$ cat src/rtl/countdown_timer.sv
// MM:SS BCD countdown timer with IDLE/RUN/PAUSE/EXPIRED control FSM.
// It decrements one second per external tick while in RUN.
module countdown_timer (
  input  logic       clk,
  input  logic       reset,
  input  logic       tick,
  input  logic       load,
  input  logic       start,
  input  logic       stop,
  input  logic       clear_alarm,
  input  logic [2:0] d_min_t,
  input  logic [3:0] d_min_o,
  input  logic [2:0] d_sec_t,
  input  logic [3:0] d_sec_o,
  output logic [2:0] q_min_t,
  output logic [3:0] q_min_o,
  output logic [2:0] q_sec_t,
  output logic [3:0] q_sec_o,
  output logic       running,
  output logic       expired,
  output logic       done
);

  localparam int unsigned TW = 3;
  localparam int unsigned OW = 4;

  typedef enum logic [1:0] {IDLE, RUN, PAUSE, EXPIRED} state_t;

  state_t        state, state_nxt;
  logic [TW-1:0] min_t_nxt, sec_t_nxt;
  logic [OW-1:0] min_o_nxt, sec_o_nxt;
  logic          done_nxt;

  logic [TW-1:0] ld_min_t, ld_sec_t, dec_min_t, dec_sec_t;
  logic [OW-1:0] ld_min_o, ld_sec_o, dec_min_o, dec_sec_o;
  logic          borrow_sec_o, borrow_sec_t, borrow_min_o;
  logic          count_zero, last_sec;

  // Preset digits are clamped independently so the count never exceeds 59:59.
  assign ld_min_t = (d_min_t > TW'(5)) ? TW'(5) : d_min_t;
  assign ld_min_o = (d_min_o > OW'(9)) ? OW'(9) : d_min_o;
  assign ld_sec_t = (d_sec_t > TW'(5)) ? TW'(5) : d_sec_t;
  assign ld_sec_o = (d_sec_o > OW'(9)) ? OW'(9) : d_sec_o;

  // One-second BCD decrement with borrow rippling from seconds-ones upward.
  assign borrow_sec_o = (q_sec_o == OW'(0));
  assign borrow_sec_t = borrow_sec_o && (q_sec_t == TW'(0));
  assign borrow_min_o = borrow_sec_t && (q_min_o == OW'(0));

  assign dec_sec_o = borrow_sec_o ? OW'(9) : q_sec_o - OW'(1);
  assign dec_sec_t = !borrow_sec_o ? q_sec_t :
                     (borrow_sec_t ? TW'(5) : q_sec_t - TW'(1));
  assign dec_min_o = !borrow_sec_t ? q_min_o :
                     (borrow_min_o ? OW'(9) : q_min_o - OW'(1));
  assign dec_min_t = borrow_min_o ? q_min_t - TW'(1) : q_min_t;

  assign count_zero = (q_min_t == TW'(0)) && (q_min_o == OW'(0)) &&
                      (q_sec_t == TW'(0)) && (q_sec_o == OW'(0));
  assign last_sec   = (q_min_t == TW'(0)) && (q_min_o == OW'(0)) &&
                      (q_sec_t == TW'(0)) && (q_sec_o == OW'(1));

  // Next-state and next-count decode; stop outranks tick, load outranks start.
  always_comb begin
    state_nxt = state;
    min_t_nxt = q_min_t;
    min_o_nxt = q_min_o;
    sec_t_nxt = q_sec_t;
    sec_o_nxt = q_sec_o;
    done_nxt  = 1'b0;
    case (state)
      IDLE, PAUSE: begin
        if (load) begin
          state_nxt = IDLE;
          min_t_nxt = ld_min_t;
          min_o_nxt = ld_min_o;
          sec_t_nxt = ld_sec_t;
          sec_o_nxt = ld_sec_o;
        end else if (start && !count_zero) begin
          state_nxt = RUN;
        end
      end
      RUN: begin
        if (stop) begin
          state_nxt = PAUSE;
        end else if (tick) begin
          min_t_nxt = dec_min_t;
          min_o_nxt = dec_min_o;
          sec_t_nxt = dec_sec_t;
          sec_o_nxt = dec_sec_o;
          if (last_sec) begin
            state_nxt = EXPIRED;
            done_nxt  = 1'b1;
          end
        end
      end
      EXPIRED: begin
        if (clear_alarm) begin
          state_nxt = IDLE;
          min_t_nxt = '0;
          min_o_nxt = '0;
          sec_t_nxt = '0;
          sec_o_nxt = '0;
        end
      end
      default: state_nxt = IDLE;
    endcase
  end

  // State, count and status flags; flags decode the next state so they track state exactly.
  always_ff @(posedge clk or negedge reset) begin
    if (!reset) begin
      state   <= IDLE;
      q_min_t <= '0;
      q_min_o <= '0;
      q_sec_t <= '0;
      q_sec_o <= '0;
      running <= 1'b0;
      expired <= 1'b0;
      done    <= 1'b0;
    end else begin
      state   <= state_nxt;
      q_min_t <= min_t_nxt;
      q_min_o <= min_o_nxt;
      q_sec_t <= sec_t_nxt;
      q_sec_o <= sec_o_nxt;
      running <= (state_nxt == RUN);
      expired <= (state_nxt == EXPIRED);
      done    <= done_nxt;
    end
  end

endmodule
$ cat config.mk
export PLATFORM = sky130hd
export DESIGN_NAME = countdown_timer
export DESIGN_NICKNAME = d
export VERILOG_FILES = /design/src/rtl/countdown_timer.sv
export SDC_FILE = /design/constraint.sdc
export NUM_CORES = 1
export LEC_CHECK = 0
export CORE_MARGIN = 2
export CORE_UTILIZATION = 40
export DETAILED_ROUTE_END_ITERATION = 16
export DONT_BUFFER_PORTS = 1
export PLACE_DENSITY = 0.57
export SLEW_MARGIN = 20
export SYNTH_ARGS = -nofsm -noshare
export SYNTH_HDL_FRONTEND = slang
export SYNTH_SLANG_ARGS = --single-unit
$ cat constraint.sdc
create_clock -name clk -period 5.93 [get_ports clk]
set_clock_uncertainty 0.05 [all_clocks]
set_input_delay 0.2965 -clock clk [delete_from_list [all_inputs] [get_ports clk]]
set_output_delay 0.2965 -clock clk [all_outputs]
set_load 0.05 [all_outputs]
==> results.cfg <==
[worst_setup_path]
critPathRequiredTime_ns = 6.11
slowest_delay_ns = 0.62
cp_num_cells = 6
setup.worst_path.class = flop to flop
crit_chain = inv_1 -> ha_1 -> or3b_4 -> or3b_4 -> a21oi_1 -> mux2i_1
startpoint = q_sec_o[1]
cp-start-kind = flop
cp_max_fo = 6
crit_buf_inv = 1
cp_slowest_cell = dfrtp_1
critPathTopFamily = simple AND/OR/NAND/NOR gates
r2r_start = q_sec_o[1]
cp-end-kind = flop
reg2regPathDepth = 6
crit_arrival_ns = 2.83
worst_path_most_repeated_cell = or3b_4

[global_routing]
grt_use_met1 = 0.237
grt_pass1_wl_um = 4880
track_usage = 0.181
globalRouteMet3Util = 0.0368
grt_max_degree = 22
grt.met2_usage = 0.297
antenna_found_initial = 0
busiest_layer = met2
grt_overflow = 0
grt_pass1_vias = 1086

[routing]
dr.pass1.iters = 4
vias_per_cell = 5.83
wl_per_cell_um = 15.8
drt_wl_total_um = 2890
drt_iter0_markers = 42
drtAntennaViolNets = 0
drc = 0
routed-via-count = 1067

[cells_and_area]
final_cell_area_mm2 = 0.00133
final_core_util = 0.439
seq_area_um2 = 475
multiInputGateArea_um2 = 698
antenna_cells = 0
fill_cells = 332
final_layout_size_suffix_gt1_frac = 0.0791
area_delta_synth_final_pct = 5.88
nets = 169

[clocking]
cts_buffers = 3
cts_resized = 0
cts_tree = yes
cts_root_buf = clkbuf_4
htreeDepth = 1
clk_latency_ns = 0.30
path_clk_slew_ns = 0.12
ctsLongestPathBuffers = 2
cts_num_sinks = 19

[synthesis]
synthTopCellsByCount = dfrtp_1 (19), inv_1 (17), a21oi_1 (13)
synth.most_common_cell = dfrtp_1
synth_top_area_share = 0.378
ys_seq_area_frac = 0.378
syn-num-nets = 168
yosys-top-cells-area = dfrtp_1 (38%), ha_1 (8.0%), a21oi_1 (5.2%)
ys_ff_latch = 19
syn-instance-count = 139
yosysWarnings = 0
synth.distinct_cells = 43
syn-cell-area_mm2 = 0.00126
synth_top_area_cell = dfrtp_1
avgSynthCellArea_um2 = 9.04
postSynth.asyncResetShare = 1.00
ys.flop_type = dfrtp_1
synth_edf_count = 0

[hold_path]
hold_path.class = input port to flop
hp-start = stop
hold_depth = 2

[floorplan]
dieArea_mm2 = 0.00360
coreArea_mm2 = 0.00303
ios = 38
die_w_um = 60.0
start_util = 0.415
rows = 20
die_y_um = 60.0

[timing]
rsz0062_at_grt = false
setup_tns_ns = 0
fin_crit_sh = 0.447
hold_viol = 0
setup-violations-final = 0
final-max-slew-violation-count = 0
layout_min_cycle_time_ns = 2.65
worst_pin_slew_ns = 0.909
hold_ws_ns = 0.130
timing.fmax_mhz = 378
maxSlewHeadroom = 0.392

[power_and_ir_drop]
power_mw = 0.755
vdd_drop_max_mv = 0.197
leakagePower_nw = 0.594
power_density_mw_per_mm2 = 567

[placed_design]
place_congestion = 0.771
postPlaceCellArea_mm2 = 0.00129
port-buffer-count = 0
dp_hpwl_um = 2140

[run]
cap_viol_max_count = 0

[outcome]
status = complete, no violations
==> where the power goes <==
| part | leakage, nW | internal, mW | total (mW) | switching (mW) |
|---|---|---|---|---|
| Sequential | 0.237 | 0.176 | 0.419 | 0.243 |
| Combinational | 0.339 | 0.127 | 0.266 | 0.139 |
| Clock | 0.0177 | 0.0252 | 0.0694 | 0.0442 |
| Total | 0.594 | 0.329 | 0.755 | 0.426 |
==> stage by stage <==
step | instances | worst slack, ns
after CTS | 183 | 3.27
after detailed placement | 178 | 3.31
final | 183 | 3.28
after floorplan | 139 | 3.52
after global placement | 178 | 3.31
after global routing | 183 | 3.12
==> registers in the layout, indices dropped and copies added, names as in the netlist <==
name and count:
done 1, q_min_t 3, expired 1, q_sec_o 4, q_min_o 4, q_sec_t 3
running 1, state 2
==> final timing paths <==
path                         endpoint  slack [ns]
min                              done        0.13
max in group asynchronous  q_min_o[1]        4.77
min in group asynchronous  q_sec_o[0]        0.51
max                        q_min_o[1]        3.28
max reg2reg                q_min_o[1]        3.28
min reg2reg                q_sec_o[0]        0.72
==> cells in the final DEF, fill, tap and decap left out, types with 4 or more instances in the layout <==
cell type / synthesis / final
nor2_1: 12 / 12
inv_1: 17 / 17
dfrtp_1: 19 / 19
nor2b_1: 4 / 4
o21ai_0: 7 / 7
a21oi_1: 13 / 13
nand2_1: 5 / 5
ha_1: 8 / 8
==> per-layer routing <==
layer,vias to the layer above,part of all wire
met5,-,0
met4,0,0.013
met3,5,0.053
met2,32,0.48
met1,524,0.45
li1,506,-
==> kinds of logic after synthesis <==
kind of cell | after synthesis | synth area share
simple gates | 39 | 0.174
compound gates | 45 | 0.251
fa+ha+maj | 8 | 0.0797
mux | 6 | 0.0508
flops | 19 | 0.378
buf+inv | 22 | 0.0657
==> worst register-to-register path: cells and delay by family, from the launching register on <==
kind                     cells  cell delay, ns
AND/OR/NAND/NOR              2            0.88
AO/OA/AOI/OAI                1            0.34
flip-flops                   1            0.62
adder cells (fa/ha/maj)      1            0.26
multiplexers                 1            0.23
buffers and inverters        1            0.20
==> timing repair <==
item	in CTS	in global routing
endpoints found under the setup margin	0	0
setup buffers	0	0
hold endpoints to repair	19	0
hold buffers	1	0
==> cell type report <==
cell class	instances	area share
clock inverters	1	0.00376
clock buffers	3	0.0169
flip-flops and latches	19	0.357
multi-input cells	98	0.525
well taps	44	0.0414
inverters	17	0.0480
repair buffers	1	0.00753
Power figures use the tool's default switching activity.
